### config.mk
export PLATFORM = sky130hd
export DESIGN_NAME = sc_speed_ctrl_flat
export DESIGN_NICKNAME = d
export VERILOG_FILES = /design/src/rtl/sc_speed_ctrl_if.sv /design/src/rtl/sc_speed_ctrl.sv /design/src/flat_wrapper.sv
export SDC_FILE = /design/constraint.sdc
export NUM_CORES = 1
export LEC_CHECK = 0
export CORE_MARGIN = 2
export CORE_UTILIZATION = 35
export DETAILED_ROUTE_END_ITERATION = 6
export PLACE_DENSITY = 0.59
export SETUP_SLACK_MARGIN = 0.4
export SLEW_MARGIN = 20
export SYNTH_ARGS = -nofsm -noshare
export SYNTH_HDL_FRONTEND = slang
export SYNTH_SLANG_ARGS = --single-unit
### constraint.sdc
create_clock -name SC_RegGENERAL_CLOCK_50 -period 2.7 [get_ports SC_RegGENERAL_CLOCK_50]
set_input_delay 0.405 -clock SC_RegGENERAL_CLOCK_50 [delete_from_list [all_inputs] [get_ports SC_RegGENERAL_CLOCK_50]]
set_output_delay 0.405 -clock SC_RegGENERAL_CLOCK_50 [all_outputs]
set_load 0.01 [all_outputs]
### src/rtl/sc_speed_ctrl_if.sv
// Button/crash inputs and speed/zone outputs of the speed controller.
// The master drives the buttons and the crash pulse. The slave (the controller)
// drives speed, zone, change and crash_out. There is no valid/ready handshake:
// the inputs are sampled on every rising clock edge, and every output is a
// registered level that is valid for the whole following cycle.
interface sc_speed_ctrl_if #(
    parameter int DATAWIDTH = 8
);
    logic                 SC_SpeedCtrl_accel_InLow;
    logic                 SC_SpeedCtrl_brake_InLow;
    logic                 SC_SpeedCtrl_crash_InHigh;
    logic [DATAWIDTH-1:0] SC_SpeedCtrl_speed_OutBUS;
    logic [2:0]           SC_SpeedCtrl_zone_OutBUS;
    logic                 SC_SpeedCtrl_change_OutHigh;
    logic                 SC_SpeedCtrl_crash_OutHigh;

    modport master (
        output SC_SpeedCtrl_accel_InLow,
        output SC_SpeedCtrl_brake_InLow,
        output SC_SpeedCtrl_crash_InHigh,
        input  SC_SpeedCtrl_speed_OutBUS,
        input  SC_SpeedCtrl_zone_OutBUS,
        input  SC_SpeedCtrl_change_OutHigh,
        input  SC_SpeedCtrl_crash_OutHigh
    );

    modport slave (
        input  SC_SpeedCtrl_accel_InLow,
        input  SC_SpeedCtrl_brake_InLow,
        input  SC_SpeedCtrl_crash_InHigh,
        output SC_SpeedCtrl_speed_OutBUS,
        output SC_SpeedCtrl_zone_OutBUS,
        output SC_SpeedCtrl_change_OutHigh,
        output SC_SpeedCtrl_crash_OutHigh
    );
endinterface

### src/rtl/sc_speed_ctrl.sv
// Speed controller: turns the accelerate/brake buttons and the crash pulse into
// a saturating speed (0..SPEED_MAX) plus a registered speed-zone code for the
// time-tick counter. Per-mode prescalers set how fast the speed moves.
module sc_speed_ctrl #(
    parameter int DATAWIDTH   = 8,
    parameter int SPEED_MAX   = 60,
    parameter int PRESC_WIDTH = 24,
    parameter int ACCEL_DIV   = 5000000,
    parameter int BRAKE_DIV   = 1250000,
    parameter int COAST_DIV   = 10000000,
    parameter int CRASH_HOLD  = 50000000
) (
    input  logic                  SC_RegGENERAL_CLOCK_50,
    input  logic                  SC_RegGENERAL_RESET_InHigh,
    sc_speed_ctrl_if.slave        bus_if,
    output logic [2:0]            dbg_state_o
);
    localparam int HOLD_W = (CRASH_HOLD > 1) ? $clog2(CRASH_HOLD) : 1;

    localparam logic [2:0] ST_STOP  = 3'd0;
    localparam logic [2:0] ST_ACCEL = 3'd1;
    localparam logic [2:0] ST_BRAKE = 3'd2;
    localparam logic [2:0] ST_COAST = 3'd3;
    localparam logic [2:0] ST_CRASH = 3'd4;

    localparam logic [PRESC_WIDTH-1:0] ACCEL_LIM = PRESC_WIDTH'(ACCEL_DIV - 1);
    localparam logic [PRESC_WIDTH-1:0] BRAKE_LIM = PRESC_WIDTH'(BRAKE_DIV - 1);
    localparam logic [PRESC_WIDTH-1:0] COAST_LIM = PRESC_WIDTH'(COAST_DIV - 1);
    localparam logic [HOLD_W-1:0]      HOLD_LIM  = HOLD_W'(CRASH_HOLD - 1);
    localparam logic [DATAWIDTH-1:0]   SPD_MAX   = DATAWIDTH'(SPEED_MAX);
    localparam logic [DATAWIDTH-1:0]   SPD_ZERO  = '0;

    logic [2:0]             state_q, state_d;
    logic [PRESC_WIDTH-1:0] presc_q, presc_d, presc_lim;
    logic [HOLD_W-1:0]      hold_q, hold_d;
    logic [DATAWIDTH-1:0]   speed_q, speed_d;
    logic [2:0]             zone_q, zone_d;
    logic                   change_q, change_d;
    logic                   crash_q, crash_d;
    logic                   accel, brake, crash_in, active, strobe;

    assign accel    = ~bus_if.SC_SpeedCtrl_accel_InLow;
    assign brake    = ~bus_if.SC_SpeedCtrl_brake_InLow;
    assign crash_in = bus_if.SC_SpeedCtrl_crash_InHigh;

    // Zone thresholds; codes 5..7 are never produced.
    function automatic logic [2:0] zone_of(input logic [DATAWIDTH-1:0] spd);
        if (spd <= DATAWIDTH'(10)) return 3'd0;
        if (spd <= DATAWIDTH'(18)) return 3'd1;
        if (spd <= DATAWIDTH'(32)) return 3'd2;
        if (spd <= DATAWIDTH'(40)) return 3'd3;
        return 3'd4;
    endfunction

    // Prescaler terminal count for the current mode; a strobe ends each full period.
    always_comb begin
        presc_lim = COAST_LIM;
        active    = 1'b0;
        case (state_q)
            ST_ACCEL: begin presc_lim = ACCEL_LIM; active = 1'b1; end
            ST_BRAKE: begin presc_lim = BRAKE_LIM; active = 1'b1; end
            ST_COAST: begin presc_lim = COAST_LIM; active = 1'b1; end
            default:  begin presc_lim = COAST_LIM; active = 1'b0; end
        endcase
        strobe = active && (presc_q == presc_lim);
    end

    // Next state, speed step and crash hold. Crash beats buttons; in CRASH everything is ignored.
    always_comb begin
        state_d = state_q;
        speed_d = speed_q;
        hold_d  = hold_q;
        if (state_q == ST_CRASH) begin
            if (hold_q == HOLD_LIM) begin
                state_d = ST_STOP;
                hold_d  = '0;
            end else begin
                hold_d = hold_q + 1'b1;
            end
        end else if (crash_in) begin
            state_d = ST_CRASH;
            speed_d = SPD_ZERO;
            hold_d  = '0;
        end else begin
            // The strobe belongs to the mode that just finished its period, so it
            // is applied even if the buttons change on this same edge.
            if (strobe) begin
                if (state_q == ST_ACCEL) begin
                    if (speed_q < SPD_MAX) speed_d = speed_q + 1'b1;
                end else if (speed_q != SPD_ZERO) begin
                    speed_d = speed_q - 1'b1;
                end
            end
            if (brake)                      state_d = ST_BRAKE;
            else if (accel)                 state_d = ST_ACCEL;
            else if (speed_q != SPD_ZERO)   state_d = ST_COAST;
            else                            state_d = ST_STOP;
        end
    end

    // Prescaler restarts on any mode change so a new mode always waits a full period.
    always_comb begin
        if ((state_d != state_q) || !active || strobe) presc_d = '0;
        else                                           presc_d = presc_q + 1'b1;
        change_d = (speed_d != speed_q);
        zone_d   = zone_of(speed_d);
        crash_d  = (state_d == ST_CRASH);
    end

    // State and output registers with asynchronous reset.
    always_ff @(posedge SC_RegGENERAL_CLOCK_50 or posedge SC_RegGENERAL_RESET_InHigh) begin
        if (SC_RegGENERAL_RESET_InHigh) begin
            state_q  <= ST_STOP;
            presc_q  <= '0;
            hold_q   <= '0;
            speed_q  <= '0;
            zone_q   <= 3'd0;
            change_q <= 1'b0;
            crash_q  <= 1'b0;
        end else begin
            state_q  <= state_d;
            presc_q  <= presc_d;
            hold_q   <= hold_d;
            speed_q  <= speed_d;
            zone_q   <= zone_d;
            change_q <= change_d;
            crash_q  <= crash_d;
        end
    end

    assign bus_if.SC_SpeedCtrl_speed_OutBUS   = speed_q;
    assign bus_if.SC_SpeedCtrl_zone_OutBUS    = zone_q;
    assign bus_if.SC_SpeedCtrl_change_OutHigh = change_q;
    assign bus_if.SC_SpeedCtrl_crash_OutHigh  = crash_q;
    assign dbg_state_o                        = state_q;
endmodule

### src/flat_wrapper.sv
// flat-port wrapper written by rule: the top's interface ports become plain ports
module sc_speed_ctrl_flat 
#(
    parameter int DATAWIDTH   = 8,
    parameter int SPEED_MAX   = 60,
    parameter int PRESC_WIDTH = 24,
    parameter int ACCEL_DIV   = 5000000,
    parameter int BRAKE_DIV   = 1250000,
    parameter int COAST_DIV   = 10000000,
    parameter int CRASH_HOLD  = 50000000
)
  (SC_RegGENERAL_CLOCK_50, SC_RegGENERAL_RESET_InHigh, dbg_state_o, bus_if_SC_SpeedCtrl_accel_InLow, bus_if_SC_SpeedCtrl_brake_InLow, bus_if_SC_SpeedCtrl_crash_InHigh, bus_if_SC_SpeedCtrl_speed_OutBUS, bus_if_SC_SpeedCtrl_zone_OutBUS, bus_if_SC_SpeedCtrl_change_OutHigh, bus_if_SC_SpeedCtrl_crash_OutHigh);
  sc_speed_ctrl_if #(.DATAWIDTH(DATAWIDTH)) bus_if_i ();
  input  logic SC_RegGENERAL_CLOCK_50;
  input  logic SC_RegGENERAL_RESET_InHigh;
  output logic [2:0] dbg_state_o;
  input wire logic [$bits(bus_if_i.SC_SpeedCtrl_accel_InLow)-1:0] bus_if_SC_SpeedCtrl_accel_InLow;
  input wire logic [$bits(bus_if_i.SC_SpeedCtrl_brake_InLow)-1:0] bus_if_SC_SpeedCtrl_brake_InLow;
  input wire logic [$bits(bus_if_i.SC_SpeedCtrl_crash_InHigh)-1:0] bus_if_SC_SpeedCtrl_crash_InHigh;
  output wire logic [$bits(bus_if_i.SC_SpeedCtrl_speed_OutBUS)-1:0] bus_if_SC_SpeedCtrl_speed_OutBUS;
  output wire logic [$bits(bus_if_i.SC_SpeedCtrl_zone_OutBUS)-1:0] bus_if_SC_SpeedCtrl_zone_OutBUS;
  output wire logic [$bits(bus_if_i.SC_SpeedCtrl_change_OutHigh)-1:0] bus_if_SC_SpeedCtrl_change_OutHigh;
  output wire logic [$bits(bus_if_i.SC_SpeedCtrl_crash_OutHigh)-1:0] bus_if_SC_SpeedCtrl_crash_OutHigh;
  assign bus_if_i.SC_SpeedCtrl_accel_InLow = bus_if_SC_SpeedCtrl_accel_InLow;
  assign bus_if_i.SC_SpeedCtrl_brake_InLow = bus_if_SC_SpeedCtrl_brake_InLow;
  assign bus_if_i.SC_SpeedCtrl_crash_InHigh = bus_if_SC_SpeedCtrl_crash_InHigh;
  assign bus_if_SC_SpeedCtrl_speed_OutBUS = bus_if_i.SC_SpeedCtrl_speed_OutBUS;
  assign bus_if_SC_SpeedCtrl_zone_OutBUS = bus_if_i.SC_SpeedCtrl_zone_OutBUS;
  assign bus_if_SC_SpeedCtrl_change_OutHigh = bus_if_i.SC_SpeedCtrl_change_OutHigh;
  assign bus_if_SC_SpeedCtrl_crash_OutHigh = bus_if_i.SC_SpeedCtrl_crash_OutHigh;
  sc_speed_ctrl #(.DATAWIDTH(DATAWIDTH), .SPEED_MAX(SPEED_MAX), .PRESC_WIDTH(PRESC_WIDTH), .ACCEL_DIV(ACCEL_DIV), .BRAKE_DIV(BRAKE_DIV), .COAST_DIV(COAST_DIV), .CRASH_HOLD(CRASH_HOLD)) u_core (.SC_RegGENERAL_CLOCK_50(SC_RegGENERAL_CLOCK_50), .SC_RegGENERAL_RESET_InHigh(SC_RegGENERAL_RESET_InHigh), .bus_if(bus_if_i), .dbg_state_o(dbg_state_o));
endmodule
==> out/qor.json <==
{
  "io_buffers": 20,
  "timing.critical_path.from_type": "register",
  "mappedNetlistNets": 455,
  "die_height_um": 110,
  "timing.max_slew.rel_slack": 0.638,
  "vias": 3808,
  "gr-usage-all-layers": 0.188,
  "cap_viol_max_count": 0,
  "synthToLayoutAreaGrowth_pct": 43.6,
  "ys_seq_area_frac": 0.419,
  "fp.dieArea_sq_um": 12100,
  "post_route_cells_drive_above_1_share": 0.330,
  "failing_checks": "setup timing",
  "final_max_slew_viol_count": 0,
  "final-instance-count-excl-fill": 701,
  "ir_drop_mv": 0.382,
  "cts.clk_slew.worst_paths_ns": 0.06,
  "gp_congestion": 0.956,
  "synth_area_sq_um": 3940,
  "fp-row-count": 38,
  "async_reset_ff_frac": 1.00,
  "cts.sink_count": 66,
  "fmax_mhz": 345,
  "rsz_0062_raised_after_global_routing": "true",
  "grt_first_pass_wirelength_um": 18000,
  "core_area_sq_um": 10900,
  "timing_worst_slew_pin_value_ns": 0.539,
  "cts_made_buffers": 9,
  "run_status": "finished with violations",
  "routed_wire_length_per_instance_um": 15.6,
  "dp_hpwl_um": 7320,
  "worst_skew_pair.late_latency_ns": 0.33,
  "synth-warning-count": 0,
  "detail_route.first_pass.iterations": 4,
  "placed_cells_incl_taps": 658,
  "syn_inst": 445,
  "tritoncts_clock_tree": "done",
  "whs_ns": 0.335,
  "fillers": 986,
  "hold_viol": 0,
  "postLayoutSetupSlackWorst_ns": -0.200,
  "finalNetCount": 566,
  "detailed_router_s_first_iteration_violation_count": 293,
  "timing.critical_path.buf_inv": 0,
  "yosysUniqueCellTypes": 69,
  "primary_ff_master_synth": "sky130_fd_sc_hd__dfrtp_1",
  "report.final.setup_viol": 4,
  "period_minus_slack_ns": 2.90,
  "slowest_stage": "sky130_fd_sc_hd__or4_4",
  "finalWirelength_um": 10900,
  "drt_drc_violations_left": 0,
  "route.detailed.vias_per_inst": 5.43,
  "grt_max_degree": 39,
  "worst_path_dominant_cell_family": "simple AND/OR/NAND/NOR gates",
  "cts_hold_buf": 0,
  "floorplan.initialDensity": 0.360,
  "layout_worst_path_cycle_share": 1.07,
  "power_leakage_nw": 2.35,
  "critical-path-max-stage-delay_ns": 0.45,
  "grt_pass1_vias": 3709,
  "min-delay-path-class": "input pin to async pin",
  "power_per_cell_area_nw_per_um2": 602,
  "worst-endpoint-required_ns": 2.95,
  "globalRoute.totalOverflow": 0,
  "avgSynthCellArea_sq_um": 8.85,
  "n_antenna_cell": 0,
  "num_io_pins": 21,
  "final.setup_skew_ns": 0.0101,
  "die_width_um": 110,
  "synth-seq-cells": 66,
  "crit_chain": "or3b_1, or4_4, a211oi_4, nand3_1, nor3b_2, nor4_2, or4_4, a41oi_2",
  "category_of_the_critical_setup_timing_path": "register to register",
  "antenna_left": 0,
  "clockRootBuffer": "sky130_fd_sc_hd__clkbuf_16",
  "worstSetupEndpointType": "register",
  "crit_path_frequent_cell": "sky130_fd_sc_hd__or4_4",
  "worst-endpoint-arrival_ns": 3.15,
  "h-tree-depth": 3,
  "crit_path_max_fanout": 5,
  "antenna_found_initial": 0,
  "ctsLongestPathBuffers": 2,
  "count_of_flip_flops_with_a_built_in_enable_after_synthesis": 0
}
## cell usage after synthesis, types with 5 or more instances
library cell,number,area share
sky130_fd_sc_hd__or4_1,7,0.013
sky130_fd_sc_hd__o31ai_1,13,0.025
sky130_fd_sc_hd__nor2_1,51,0.049
sky130_fd_sc_hd__nand2_1,47,0.045
sky130_fd_sc_hd__and3_1,8,0.013
sky130_fd_sc_hd__xor2_1,18,0.040
sky130_fd_sc_hd__nor4b_1,5,0.011
sky130_fd_sc_hd__a21oi_1,14,0.018
sky130_fd_sc_hd__or3_1,6,0.0095
sky130_fd_sc_hd__o21ai_0,33,0.042
sky130_fd_sc_hd__nor3_1,9,0.011
sky130_fd_sc_hd__nor2b_1,6,0.0095
sky130_fd_sc_hd__nor3b_1,5,0.0095
sky130_fd_sc_hd__clkbuf_1,17,0.016
sky130_fd_sc_hd__nand3_1,19,0.024
sky130_fd_sc_hd__xnor2_1,12,0.027
sky130_fd_sc_hd__a31oi_1,8,0.013
sky130_fd_sc_hd__nand4_1,14,0.022
sky130_fd_sc_hd__ha_1,5,0.016
sky130_fd_sc_hd__dfrtp_1,66,0.42
sky130_fd_sc_hd__inv_1,13,0.012
## sequential cells by signal, summed over array words and instances (netlist names)
| name | cells |
|---|---|
| u_core.bus_if.SC_SpeedCtrl_change_OutHigh | 1 |
| u_core.bus_if.SC_SpeedCtrl_crash_OutHigh | 1 |
| u_core.bus_if.SC_SpeedCtrl_speed_OutBUS | 8 |
| u_core.bus_if.SC_SpeedCtrl_zone_OutBUS | 3 |
| u_core.dbg_state_o | 3 |
| u_core.hold_q | 26 |
| u_core.presc_q | 24 |
## cell families after synthesis
kind of cell / Yosys count / synth area share
DFF: 66 / 0.419
buffers and inverters: 35 / 0.0384
AOI/OAI and AO/OA: 102 / 0.176
adders and majority gates: 5 / 0.0159
and+or+nand+nor: 204 / 0.276
muxes: 3 / 0.00794
xor gates and xnor gates: 30 / 0.0667
## stage by stage
step	worst slack (ns)	total power [W]	setup TNS (ns)	utilization	area (sq um)
2_1_floorplan	-0.174	0.00175	-0.334	-	4010
4_1_cts	-0.124	0.00330	-0.242	0.483	5280
5_1_grt	-0.257	0.00361	-0.803	0.517	5660
3_3_place_gp	-0.121	0.00216	-0.274	0.444	4850
6_report	-0.200	0.00341	-0.425	0.517	5660
3_5_place_dp	-0.184	0.00219	-0.401	0.444	4850
## worst register-to-register path: cells and delay by family (launching register included)
family	cells	cell delay (ns)
AO/OA/AOI/OAI	2	0.44
AND/OR/NAND/NOR	6	1.95
flip-flops	1	0.44
## where the power goes
part	internal, W	leakage [nW]	switching [W]
combinational	0.000540	1.32	0.000667
clock	0.000622	0.132	0.000442
sequential	0.00106	0.899	0.0000775
total	0.00222	2.35	0.00119
## placed cells by master, fill, tap and decap left out, types with 8 or more instances in the layout
cell type,netlist,final
sky130_fd_sc_hd__buf_6,2,9
sky130_fd_sc_hd__nor3_1,9,8
sky130_fd_sc_hd__xnor2_1,12,11
sky130_fd_sc_hd__nand3_1,19,18
sky130_fd_sc_hd__clkdlybuf4s50_1,0,20
sky130_fd_sc_hd__dfrtp_2,0,8
sky130_fd_sc_hd__a21oi_1,14,12
sky130_fd_sc_hd__and3_1,8,8
sky130_fd_sc_hd__nand4_1,14,14
sky130_fd_sc_hd__clkbuf_16,0,11
sky130_fd_sc_hd__o31ai_1,13,12
sky130_fd_sc_hd__inv_1,13,9
sky130_fd_sc_hd__nor2_1,51,44
sky130_fd_sc_hd__dfrtp_1,66,58
sky130_fd_sc_hd__nand2_1,47,45
sky130_fd_sc_hd__o21ai_0,33,29
sky130_fd_sc_hd__buf_4,1,87
sky130_fd_sc_hd__xor2_1,18,18
## what timing repair did
action	CTS	global route
gates cloned	0	2
setup buffers	9	16
resized for setup	25	45
pin swaps	8	12
hold endpoints to repair	0	0
endpoints found under the setup margin	38	48
## layout make-up
type | count | area, sq um | area share
clock buffer | 10 | 229 | 0.0405
inverter | 13 | 51.3 | 0.00907
multi-input combinational | 344 | 2410 | 0.426
tap | 140 | 175 | 0.0310
sequential | 66 | 1660 | 0.294
clock inverter | 6 | 43.8 | 0.00774
timing repair buffer | 122 | 1080 | 0.192
## per-layer routing
metal,up-vias,part of all wire,track usage
met2,84,0.48,0.306
met5,-,0,0
met3,15,0.039,0.0388
met4,0,0.015,0.0625
met1,1856,0.46,0.250
li1,1853,-,-
## final timing paths
kind | start | end | slack (ns) | depth (start not counted)
min | SC_RegGENERAL_RESET_InHigh | u_core.dbg_state_o[2] | 0.33 | 2
min reg2reg | u_core.presc_q[0] | u_core.presc_q[0] | 0.46 | 1
max reg2reg | u_core.dbg_state_o[0] | u_core.bus_if.SC_SpeedCtrl_zone_OutBUS[0] | -0.20 | 8
max in group asynchronous | SC_RegGENERAL_RESET_InHigh | u_core.dbg_state_o[0] | 1.81 | 3
max | u_core.dbg_state_o[0] | u_core.bus_if.SC_SpeedCtrl_zone_OutBUS[0] | -0.20 | 8
min in group SC_RegGENERAL_CLOCK_50 | u_core.presc_q[0] | u_core.presc_q[0] | 0.46 | 1
Power figures use the tool's default switching activity.
